### config.mk
export PLATFORM = sky130hd
export DESIGN_NAME = cp0_unit
export DESIGN_NICKNAME = d
export VERILOG_FILES = /design/src/rtl/cp0_unit.sv
export SDC_FILE = /design/constraint.sdc
export NUM_CORES = 1
export LEC_CHECK = 0
export BUFFER_PORTS_ARGS = -buffer_cell sky130_fd_sc_hd__buf_2
export CORE_ASPECT_RATIO = 1.4
export CORE_MARGIN = 2
export CORE_UTILIZATION = 50
export DETAILED_ROUTE_END_ITERATION = 8
export PLACE_DENSITY = 0.87
export SETUP_SLACK_MARGIN = 0.2
export SYNTH_ARGS = -nofsm -noshare
export SYNTH_HDL_FRONTEND = slang
export SYNTH_SLANG_ARGS = --single-unit
### constraint.sdc
create_clock -name clk -period 6.4 [get_ports clk]
set_input_delay 1.28 -clock clk [delete_from_list [all_inputs] [get_ports clk]]
set_output_delay 1.28 -clock clk [all_outputs]
set_load 0.1 [all_outputs]
### src/rtl/cp0_unit.sv
// Coprocessor-0 for the M stage: SR/Cause/EPC/PRId state, interrupt/exception
// arbitration, the one-cycle Req flush pulse and the mfc0/mtc0/eret interface.
module cp0_unit #(
    parameter logic [31:0] HANDLER_ADDR = 32'h0000_4180,
    parameter logic [31:0] PRID_VAL     = 32'h2021_0608
) (
    input  logic        clk,
    input  logic        reset,
    input  logic [4:0]  A1,
    input  logic [4:0]  A2,
    input  logic [31:0] DIn,
    input  logic        WE,
    input  logic [31:0] M_PC,
    input  logic        M_DelaySlot,
    input  logic [4:0]  M_EXCCode,
    input  logic [5:0]  HWInt,
    input  logic        EXLClr,
    output logic        Req,
    output logic [31:0] HandlerPC,
    output logic [31:0] EPCOut,
    output logic [31:0] DOut
);

    localparam logic [4:0] REG_SR    = 5'd12;
    localparam logic [4:0] REG_CAUSE = 5'd13;
    localparam logic [4:0] REG_EPC   = 5'd14;
    localparam logic [4:0] REG_PRID  = 5'd15;

    logic [5:0]  sr_im_q,     sr_im_d;
    logic        sr_exl_q,    sr_exl_d;
    logic        sr_ie_q,     sr_ie_d;
    logic        cause_bd_q,  cause_bd_d;
    logic [5:0]  cause_ip_q,  cause_ip_d;
    logic [4:0]  cause_exc_q, cause_exc_d;
    logic [31:0] epc_q,       epc_d;

    logic        int_req;
    logic        exc_req;
    logic        req;
    logic        mtc0_sr;
    logic        mtc0_epc;
    logic [31:0] epc_target;
    logic [31:0] sr_word;
    logic [31:0] cause_word;

    // EXL masks everything, so Req can never last longer than the edge that sets EXL.
    always_comb begin
        int_req  = sr_ie_q & ~sr_exl_q & (|(HWInt & sr_im_q));
        exc_req  = ~sr_exl_q & (M_EXCCode != 5'd0);
        req      = int_req | exc_req;
        mtc0_sr  = WE & ~req & (A2 == REG_SR);
        mtc0_epc = WE & ~req & (A2 == REG_EPC);
    end

    always_comb begin
        epc_target = M_DelaySlot ? (M_PC - 32'd4) : M_PC;
        epc_target = {epc_target[31:2], 2'b00};
    end

    always_comb begin
        // NOTE: every next-state signal gets its hold value first so no path
        // through this block leaves one unassigned and infers a latch.
        sr_im_d     = sr_im_q;
        sr_exl_d    = sr_exl_q;
        sr_ie_d     = sr_ie_q;
        cause_bd_d  = cause_bd_q;
        cause_ip_d  = HWInt;
        cause_exc_d = cause_exc_q;
        epc_d       = epc_q;

        if (mtc0_sr) begin
            sr_im_d  = DIn[15:10];
            sr_exl_d = DIn[1];
            sr_ie_d  = DIn[0];
        end
        if (mtc0_epc) begin
            epc_d = DIn;
        end
        // eret overrides a simultaneous mtc0 for the EXL bit only.
        if (EXLClr) begin
            sr_exl_d = 1'b0;
        end

        if (req) begin
            sr_exl_d    = 1'b1;
            cause_bd_d  = M_DelaySlot;
            cause_exc_d = int_req ? 5'd0 : M_EXCCode;
            epc_d       = epc_target;
        end
    end

    always_ff @(posedge clk or posedge reset) begin
        if (reset) begin
            // NOTE: state flops take non-blocking assignments so every flop
            // samples pre-edge values regardless of statement order.
            sr_im_q     <= '0;
            sr_exl_q    <= 1'b0;
            sr_ie_q     <= 1'b0;
            cause_bd_q  <= 1'b0;
            cause_ip_q  <= '0;
            cause_exc_q <= '0;
            epc_q       <= '0;
        end else begin
            sr_im_q     <= sr_im_d;
            sr_exl_q    <= sr_exl_d;
            sr_ie_q     <= sr_ie_d;
            cause_bd_q  <= cause_bd_d;
            cause_ip_q  <= cause_ip_d;
            cause_exc_q <= cause_exc_d;
            epc_q       <= epc_d;
        end
    end

    always_comb begin
        sr_word    = {16'd0, sr_im_q, 8'd0, sr_exl_q, sr_ie_q};
        cause_word = {cause_bd_q, 15'd0, cause_ip_q, 3'd0, cause_exc_q, 2'd0};
        case (A1)
            REG_SR:    DOut = sr_word;
            REG_CAUSE: DOut = cause_word;
            REG_EPC:   DOut = epc_q;
            REG_PRID:  DOut = PRID_VAL;
            default:   DOut = 32'd0;
        endcase
    end

    assign Req       = req;
    assign HandlerPC = HANDLER_ADDR;
    assign EPCOut    = epc_q;

endmodule

==> flow_summary_export.csv, run 1 <==
group,metric,value,unit
yosys,ys_seq_area_share,35.9,%
cts,cts_hold_buf,0,
sta,post-route-worst-setup-slack,1520,ps
route,route.vias.total,3404,
die,die_area,7960,um2
hold_path,hold_start,"cause_bd_q$_DFFE_PP0N_",
cts,insertion_delay,320,ps
cts,cts-root-buf,"clkbuf_8",
global_routing,grt_pass1_wl,15500,um
sta,min_period,4880,ps
yosys,syn_area,3630,um2
cts,post_cts_resized,0,
worst_setup_path,reg2reg_depth,6,
yosys,ys_warn_count,0,
worst_setup_path,r2r_start,"sr_im_q[2]$_DFFE_PP0P_",
sta,worstMarginPinSlew,1090,ps
worst_setup_path,worst_setup_path_end_kind,"primary output",
global_routing,grt_start_max_net_pins,76,
worst_setup_path,critPathTopFamily,"simple AND/OR/NAND/NOR gates",
run,drv_cap,0,
placed_design,gp_congestion,0.916,
cts,cts_sinks,52,
global_routing,grt_pass1_vias,3155,
finish,area_growth,20.9,%
worst_setup_path,rrSetupSlack,3660,ps
route,via_per_inst,5.35,
global_routing,grt-ovfl-total,0,
route,wirelength,9870,um
die,io-pin-count,187,
hold_path,holdPathEnd,"cause_bd_q$_DFFE_PP0N_",
yosys,synth_ff_type,"dfrtp_1",
global_routing,track_usage,24.1,%
worst_setup_path,reg2reg_to,"sr_im_q[4]$_DFFE_PP0P_",
cts,cts_tree,"done",
die,core_area,6980,um2
yosys,postSynthCellCount,402,
placed_design,hpwlAfterDp,7520,um
route,wire_per_inst,15.5,um
yosys,synth.distinct_cells,49,
die,start_util,51.9,%
worst_setup_path,required,5120,ps
cts,numCtsBuffers,5,
pwr,powerDensity,484,nW/um2
route,first_pass_iters,4,
yosys,avgSynthCellArea,9.02,um2
route,drc,0,
die,row_count,36,
die,die_y,105,um
placed_design,dpl_cell_area,4290,um2
sta,finClkSkew,22.5,ps
finish,drive_gt1_share,33.7,%
sta,hold_violations,0,
worst_setup_path,worstSetupPathType,"input port to primary output",
sta,fmax,205,MHz
sta,slew_headroom,27.0,%
status,outcome,"complete, no violations",
die,die_w,76.0,um
route,first_iter_violations,211,
worst_setup_path,worstPathArrival,3600,ps
hold_path,holdPathStages,1,
worst_setup_path,slowest_stage,"nor2b_1",
placed_design,io_buffers,152,
route,ant_nets,0,
pwr,peakVddDrop,0.000485,V
global_routing,antenna_found_initial,1,
worst_setup_path,slowest_delay,890,ps
sta,fin_crit_sh,76.2,%
yosys,synth_async_sr_flop_share,100,%
sta,final_max_slew_viol_count,0,
cts,clockBufferDepth,2,
worst_setup_path,path_cells,"buf_2 > nor2b_1 > nor2b_1 > and2_1 > buf_2",
worst_setup_path,path_max_fanout,14,
cts,clk_pin_slew,90,ps
sta,setup_viol,0,
yosys,synth-edff-count,0,
finish,nets,630,
pwr,cellLeakagePower,1.99,nW
sta,tns,0,ps
cts,cts_setup_buffers,0,
finish,final_area,4380,um2
worst_setup_path,start_kind,"input port",
hold_path,holdCritPathClass,"register to register",
yosys,synth-seq-cells,52,
placed_design,post-place-ws,1460,ps
worst_setup_path,cp_num_buf_inv,2,
finish,final_util,62.8,%
sta,rsz0062_at_grt,"no",
cts,htreeDepth,2,
[synthesized netlist by cell type, drive strengths merged (14+ instances only)]
master,count,share of area (%)
xnor2,26,6.3
buf,40,8.5
and2,14,2.4
a211oi,26,5.5
a21oi,30,4.2
nor2b,30,5.2
nand2,15,1.6
clkbuf,14,1.4
dfrtp,52,36
nor3,17,2.9
mux2i,15,4.1
nor2,36,3.7
[kinds of logic (layout without fill, tap and decap cells)]
logic type	Yosys count	count (layout)	synth area share, %
fa+ha+maj	1	1	0.345
compound gates	80	80	14.1
simple gates	153	153	25.2
xor+xnor	28	28	6.76
other cells	2	33	0.207
mux	23	23	6.63
buf+inv	63	171	10.9
flops	52	52	35.9
[through the flow]
stage                     hold slack [ps]  instances  total power, mW
final                                 504        636             2.12
after floorplan                       459        432             1.72
after global placement                473        627             1.90
after global routing                  530        636             2.22
after detailed placement              484        627             1.93
after CTS                             506        635             2.13
[final cells by class]
cell class,instances,area (um2)
clock inverters,3,21.3
inverters,9,33.8
flip-flops and latches,52,1300
diodes,1,2.50
repair buffers,154,776
clock buffers,5,68.8
well taps,95,119
multi-input cells,317,2060
fillers,615,2600
[power by group]
group / leakage (nW) / switching, mW / internal (mW)
clock: 0.0445 / 0.117 / 0.0779
combinational: 1.33 / 1.12 / 0.253
sequential: 0.612 / 0.0969 / 0.458
total: 1.99 / 1.33 / 0.790
[registers in the layout, indices dropped and copies added (netlist names)]
| register | cells |
|---|---|
| cause_bd_q | 1 |
| EPCOut | 32 |
| sr_exl_q | 1 |
| sr_im_q | 6 |
| sr_ie_q | 1 |
| cause_exc_q | 5 |
| cause_ip_q | 6 |
[layout by cell type (no fill, tap or decap), types with 2 or more instances in the layout]
| master | n |
|---|---|
| buf_2 | 152 |
| nand4b_1 | 2 |
| nor4_1 | 6 |
| xnor2_1 | 26 |
| nor3b_2 | 2 |
| nor2_1 | 36 |
| nor3_2 | 2 |
| buf_4 | 2 |
| xor2_1 | 2 |
| nand2_1 | 15 |
| nor4b_1 | 2 |
| a22o_1 | 3 |
| a22oi_1 | 5 |
| or3_1 | 4 |
| and2_1 | 14 |
| nor2b_1 | 30 |
| mux2i_1 | 15 |
| conb_1 | 32 |
| nor4_2 | 5 |
| nand3_1 | 5 |
| nand2b_1 | 4 |
| o21ai_1 | 10 |
| clkbuf_8 | 5 |
| o21ai_0 | 2 |
| mux2_1 | 8 |
| nor3_1 | 14 |
| a211oi_1 | 25 |
| nand3b_1 | 3 |
| dfrtp_1 | 52 |
| a21oi_1 | 29 |
| inv_1 | 8 |
[worst max-delay path by stage]
stage               cells past startpoint  endpoint  start
CTS                                     5  DOut[20]  A1[1]
global route                            5  DOut[20]  A1[1]
floorplan                               3  DOut[10]  A1[1]
global placement                        5  DOut[23]  A1[4]
finish                                  5  DOut[20]  A1[1]
detailed placement                      5  DOut[20]  A1[1]
[layer usage]
metal  vias up  routed length, um  track usage, %
met1      1625               3780            27.9
met4         0                245            9.35
met2       154               5230            44.6
met3        18                613            3.45
met5         -                  0               0
li1       1607                  -               -
Note: power is estimated with default switching activity, not from simulation.
==> inputs of run 2 (changes only) <==
--- a/config.mk
+++ b/config.mk
@@ -8,9 +8,9 @@
 export BUFFER_PORTS_ARGS = -buffer_cell sky130_fd_sc_hd__buf_2
 export CORE_ASPECT_RATIO = 1.4
 export CORE_MARGIN = 2
-export CORE_UTILIZATION = 50
+export CORE_UTILIZATION = 42
 export DETAILED_ROUTE_END_ITERATION = 8
-export PLACE_DENSITY = 0.87
+export PLACE_DENSITY = 0.78
 export SETUP_SLACK_MARGIN = 0.2
 export SYNTH_ARGS = -nofsm -noshare
 export SYNTH_HDL_FRONTEND = slang
==> constraint.sdc (replaced) <==
create_clock -name clk -period 4.3 [get_ports clk]
set_input_delay 0.86 -clock clk [delete_from_list [all_inputs] [get_ports clk]]
set_output_delay 0.86 -clock clk [all_outputs]
set_load 0.1 [all_outputs]
==> run 2 against run 1 <==
First-iteration DRC count down 46%. Largest cell class unchanged. Core utilization is 8.3 points lower. Critical endpoint is now DOut[26]. Clock power increased by 110%.
==> flow_summary_export.csv, run 2 (same netlist as run 1, synthesis figures left out) <==
group,metric,value,unit
status,outcome,"complete, no violations",
route,dr_wl_met3,561,um
hold_path,holdPathEnd,"cause_bd_q$_DFFE_PP0N_",
hold_path,holdPathStages,1,
sta,setup_viol,0,
worst_setup_path,reg2reg_to,"sr_im_q[1]$_DFFE_PP0P_",
sta,hold_violations,0,
placed_design,io_buffers,152,
sta,worstMarginPinSlew,1090,ps
global_routing,grt_pass1_wl,15100,um
worst_setup_path,required,3440,ps
cts,cts_setup_buffers,0,
finish,nets,634,
route,route.vias.total,3341,
route,first_pass_iters,4,
sta,rsz0062_at_grt,"no",
route,drc,0,
worst_setup_path,worstPathArrival,2710,ps
route,wirelength,9920,um
global_routing,grt_start_max_net_pins,58,
die,die_w,82.5,um
sta,slew_headroom,27.5,%
finish,final_util,54.5,%
worst_setup_path,path_max_fanout,14,
route,first_iter_violations,114,
route,met1_length,3920,um
route,wire_per_inst,15.3,um
hold_path,holdCritPathClass,"register to register",
worst_setup_path,slowest_delay,440,ps
global_routing,track_usage,20.9,%
worst_setup_path,rrSetupSlack,1620,ps
finish,layout_common_cells,"buf_2 (143), dfrtp_1 (52), nor2_1 (36), conb_1 (32), nor2b_1 (30)",
route,dr.max_layer_used,"met4",
cts,insertion_delay,290,ps
worst_setup_path,slowest_stage,"nor2b_1",
finish,layout_commonest_cell,"buf_2",
die,io-pin-count,187,
global_routing,antenna_found_initial,0,
global_routing,grt_pass1_vias,3186,
cts,numCtsBuffers,5,
sta,tns,0,ps
sta,fmax,280,MHz
finish,antenna_cells,0,
cts,cts_sinks,52,
pwr,peakVddDrop,0.000629,V
sta,finClkSkew,4.92,ps
cts,post_cts_resized,0,
die,start_util,42.6,%
cts,htreeDepth,2,
worst_setup_path,start_kind,"input port",
pwr,powerDensity,710,nW/um2
cts,clk_pin_slew,70,ps
placed_design,hpwlAfterDp,7640,um
worst_setup_path,cp_num_buf_inv,3,
route,via_per_inst,5.15,
worst_setup_path,r2r_start,"sr_im_q[2]$_DFFE_PP0P_",
global_routing,grt-ovfl-total,0,
run,drv_cap,0,
sta,fin_crit_sh,83.1,%
cts,cts_tree,"done",
sta,final_max_slew_viol_count,0,
finish,drive_gt1_share,34.7,%
pwr,cellLeakagePower,2.06,nW
finish,area_growth,27.9,%
route,met2WireLength,5310,um
cts,cts_hold_buf,0,
placed_design,gp_congestion,0.834,
die,die_y,114,um
cts,cts-root-buf,"clkbuf_16",
finish,largest_reg_flops,32,
worst_setup_path,reg2reg_depth,6,
cts,clockBufferDepth,2,
die,die_area,9400,um2
worst_setup_path,critPathTopFamily,"buffers and inverters",
worst_setup_path,worst_setup_path_end_kind,"primary output",
die,row_count,40,
worst_setup_path,worstSetupPathType,"input port to primary output",
route,ant_nets,0,
hold_path,hold_start,"cause_bd_q$_DFFE_PP0N_",
sta,min_period,3570,ps
worst_setup_path,path_cells,"buf_2 > nor2b_1 > nor2b_1 > buf_4 > and2_1 > buf_2",
die,core_area,8510,um2
-- run 2: changes by cell type in the layout (fill, tap and decap cells not counted), moves of 3 or more --
cell | before | now
buf_12 | 0 | 9
nor3_1 | 14 | 11
nor3_2 | 2 | 5
buf_4 | 2 | 6
clkbuf_8 | 5 | 0
clkbuf_16 | 0 | 5
buf_2 | 152 | 143
-- run 2: layout make-up --
cell class	count	area, um2
sequential	52	1300
timing repair buffer	158	941
tap	105	131
clock inverter	3	27.5
clock buffer	5	125
multi-input combinational	317	2080
inverter	9	33.8
fill	791	3870
-- run 2: where the power goes --
part	internal [mW]	leakage (nW)	switching [mW]
Clock	0.221	0.0719	0.188
Combinational	0.390	1.38	1.67
Sequential	0.684	0.612	0.145
Total	1.29	2.06	2.00
-- run 2: worst max path at each step --
stage | startpoint | end | slack [ps] | cells past startpoint
3_3_place_gp | A1[1] | DOut[22] | 800 | 6
3_5_place_dp | A1[1] | DOut[26] | 720 | 6
5_1_grt | A1[1] | DOut[20] | 610 | 6
4_1_cts | A1[1] | DOut[26] | 710 | 6
6_report | A1[1] | DOut[26] | 730 | 6
2_1_floorplan | A1[1] | DOut[3] | 610 | 3
-- run 2: routing by layer --
metal	track usage, %	up-vias
met5	0	-
met4	5.25	0
met3	3.48	10
met2	38.9	133
met1	24.1	1575
li1	-	1623
-- run 2: stage by stage --
| step | worst slack [ps] | hold WS [ps] | cell area [um2] | power (mW) | std cells |
|---|---|---|---|---|---|
| floorplan | 610 | 459 | 3750 | 2.56 | 432 |
| global placement | 797 | 474 | 4480 | 2.86 | 641 |
| detailed placement | 722 | 500 | 4480 | 2.90 | 641 |
| CTS | 712 | 516 | 4640 | 3.32 | 649 |
| global route | 609 | 543 | 4640 | 3.46 | 649 |
| finish | 726 | 507 | 4640 | 3.29 | 649 |
==> inputs of run 3 (changes only) <==
--- a/config.mk
+++ b/config.mk
@@ -5,12 +5,13 @@
 export SDC_FILE = /design/constraint.sdc
 export NUM_CORES = 1
 export LEC_CHECK = 0
+export ABC_AREA = 1
 export BUFFER_PORTS_ARGS = -buffer_cell sky130_fd_sc_hd__buf_2
 export CORE_ASPECT_RATIO = 1.4
 export CORE_MARGIN = 2
-export CORE_UTILIZATION = 42
+export CORE_UTILIZATION = 47
 export DETAILED_ROUTE_END_ITERATION = 8
-export PLACE_DENSITY = 0.78
+export PLACE_DENSITY = 0.81
 export SETUP_SLACK_MARGIN = 0.2
 export SYNTH_ARGS = -nofsm -noshare
 export SYNTH_HDL_FRONTEND = slang
==> constraint.sdc (replaced) <==
create_clock -name clk -period 3.7 [get_ports clk]
set_input_delay 0.74 -clock clk [delete_from_list [all_inputs] [get_ports clk]]
set_output_delay 0.74 -clock clk [all_outputs]
set_load 0.1 [all_outputs]
==> run 3 against run 2 <==
Count of clock-buffer cells in the layout stayed put. Hold slack lost 22 ps. Global-route usage is 4.8 points higher. Clock skew up 1.4 ps. Sequential share of layout area decreased by 0.92 points. First-iteration DRC count rose by 120%. Critical path type unchanged.
==> flow_summary_export.csv, run 3 <==
group,metric,value,unit
status,outcome,"complete, no violations",
pwr,power_frac_comb,65.3,%
route,wire_per_inst,13.6,um
yosys,postSynthCellCount,616,
route,ant_nets,0,
worst_setup_path,reg2reg_depth,8,
route,dr_wl_met3,590,um
cts,htreeDepth,2,
global_routing,grt_pass1_vias,3920,
worst_setup_path,endpoint,"DOut[6]",
finish,layout_common_cells,"nand2_1 (184), buf_2 (152), inv_1 (80), nor2_1 (76), nand3_1 (59)",
cts,clockBufferDepth,2,
route,drc,0,
hold_path,holdCritPathClass,"register to register",
pwr,pwr-share-seq,23.0,%
placed_design,placed_cells,856,
run,drv_cap,0,
worst_setup_path,worst_setup_path_end_kind,"primary output",
yosys,synth_area_leaders,"dfrtp_1 (33%), nand2_1 (18%), inv_1 (7.7%), nand3_1 (7.5%), nor2_1 (7.3%)",
worst_setup_path,path_cells,"buf_2 > nand2_1 > nor2_1 > nand2_1 > buf_4 > inv_1 > nand2_1 > o21ai_0 > buf_2",
finish,largest_reg_flops,32,
placed_design,gp_congestion,0.981,
sta,setup_viol,0,
pwr,switching_share,63.0,%
yosys,yosysMostFrequentCell,"nand2_1",
sta,fin_hold_ws,484,ps
pwr,peakVddDrop,0.000640,V
cts,numCtsBuffers,5,
yosys,ys_warn_count,0,
worst_setup_path,cp-startpoint,"A1[3]",
yosys,avgSynthCellArea,6.38,um2
finish,layoutNonFillerInstCount,864,
route,met2WireLength,5900,um
sta,rsz0062_at_grt,"no",
finish,area_growth,22.0,%
die,row_count,39,
finish,antenna_cells,0,
finish,layout_commonest_cell,"nand2_1",
route,route.vias.total,4220,
sta,slew_headroom,27.8,%
finish,drive_gt1_share,23.9,%
yosys,synth-seq-cells,52,
pwr,cellLeakagePower,2.72,nW
placed_design,post-place-ws,670,ps
cts,cts-root-buf,"clkbuf_16",
sta,worstMarginPinSlew,1080,ps
finish,final_util,58.8,%
global_routing,antenna_found_initial,0,
yosys,synth_area_leader_cell,"dfrtp_1",
worst_setup_path,rrSetupSlack,1590,ps
sta,fin_crit_sh,82.2,%
route,dr.max_layer_used,"met4",
die,start_util,48.2,%
yosys,synth_commonest_cells,"nand2_1 (184), inv_1 (81), nor2_1 (76)",
pwr,p_int,1.52,mW
pwr,p_sw,2.60,mW
sta,hold_violations,0,
route,first_pass_iters,5,
worst_setup_path,slowest_delay,460,ps
route,first_iter_violations,250,
die,die_w,81.3,um
route,wirelength,11700,um
cts,cts_tree,"done",
die,die_area,9120,um2
yosys,synth_async_sr_flop_share,100,%
sta,fmax,329,MHz
placed_design,dpl_cell_area,4640,um2
cts,post_cts_resized,0,
yosys,syn_area,3930,um2
pwr,clock_power_share,11.7,%
cts,cts_hold_buf,0,
cts,insertion_delay,290,ps
sta,tns,0,ps
worst_setup_path,reg2reg_to,"sr_im_q[3]$_DFFE_PP0P_",
worst_setup_path,start_kind,"input port",
finish,final_area,4790,um2
worst_setup_path,worstSetupPathType,"input port to primary output",
worst_setup_path,slowest_stage,"buf_2",
yosys,synth.distinct_cells,33,
sta,finClkSkew,6.29,ps
cts,clk_pin_slew,70,ps
sta,min_period,3040,ps
yosys,ys_seq_area_share,33.1,%
worst_setup_path,worstPathArrival,2300,ps
pwr,powerDensity,860,nW/um2
worst_setup_path,r2r_start,"sr_im_q[0]$_DFFE_PP0P_",
sta,final_max_slew_viol_count,0,
worst_setup_path,crit_top_cell,"nand2_1",
die,io-pin-count,187,
die,die_y,112,um
global_routing,grt_start_max_net_pins,53,
route,via_per_inst,4.88,
placed_design,io_buffers,152,
global_routing,grt_pass1_wl,18200,um
sta,post-route-worst-setup-slack,657,ps
yosys,synthDominantCellAreaShare,33.1,%
cts,cts_setup_buffers,0,
yosys,synth_ff_type,"dfrtp_1",
yosys,synth-edff-count,0,
die,core_area,8150,um2
worst_setup_path,path_max_fanout,22,
cts,cts_sinks,52,
global_routing,track_usage,25.7,%
placed_design,hpwlAfterDp,9400,um
finish,nets,852,
worst_setup_path,required,2960,ps
global_routing,grt-ovfl-total,0,
route,met1_length,4940,um
pwr,total_power,4.12,mW
[run 3: cell types whose count changed after synthesis, moves of 15 or more]
cell	change
a211oi_1	-25
a21oi_1	-23
inv_1	+72
mux2i_1	-15
nand2_1	+169
nand3_1	+54
nor2_1	+40
nor2b_1	-30
o21ai_0	+41
xnor2_1	-26
[run 3: logic make-up after synthesis]
kind of cell | after synthesis | synth area share (%)
AOI/OAI and AO/OA | 70 | 10.5
xor gates and xnor gates | 7 | 1.56
adders and majority gates | 1 | 0.318
buffers and inverters | 132 | 16.2
DFF | 52 | 33.1
other | 2 | 0.191
and+or+nand+nor | 352 | 38.1
[run 3: area by class of cell]
cell class	instances	area (um2)
clock buffers	5	125
clock inverters	3	25.0
fillers	830	3350
inverters	83	313
multi-input cells	462	2100
flip-flops and latches	52	1300
well taps	102	128
repair buffers	157	798
[run 3: worst min path at each step]
stage                                from                          to  slack [ps]  depth (start not counted)
2_1_floorplan  cause_exc_q[1]$_DFFE_PP0N_  cause_exc_q[1]$_DFFE_PP0N_         450                          2
3_3_place_gp   cause_exc_q[1]$_DFFE_PP0N_  cause_exc_q[1]$_DFFE_PP0N_         470                          2
3_5_place_dp   cause_exc_q[1]$_DFFE_PP0N_  cause_exc_q[1]$_DFFE_PP0N_         470                          2
4_1_cts        cause_exc_q[1]$_DFFE_PP0N_  cause_exc_q[1]$_DFFE_PP0N_         490                          2
5_1_grt        cause_exc_q[1]$_DFFE_PP0N_  cause_exc_q[1]$_DFFE_PP0N_         540                          2
6_report       cause_exc_q[1]$_DFFE_PP0N_  cause_exc_q[1]$_DFFE_PP0N_         480                          2
[run 3: metal layers]
metal,up-vias,track usage [%]
li1,2152,-
met1,1899,31.8
met2,151,45.3
met3,18,2.73
met4,0,9.27
met5,-,0
[run 3: power groups by stage]
| stage | combinational, mW | sequential, mW | clock, mW |
|---|---|---|---|
| after floorplan | 1.06 | 2.14 | 0 |
| after global placement | 2.66 | 0.948 | 0 |
| final | 2.69 | 0.949 | 0.481 |
| after detailed placement | 2.69 | 0.956 | 0 |
| after CTS | 2.70 | 0.945 | 0.489 |
| after global routing | 2.86 | 0.973 | 0.510 |
[run 3: worst max-delay path: cells and delay by family]
| family | cells | cell delay (ps) |
|---|---|---|
| AND/OR/NAND/NOR | 4 | 340 |
| buffers and inverters | 4 | 1120 |
| AO/OA/AOI/OAI | 1 | 100 |
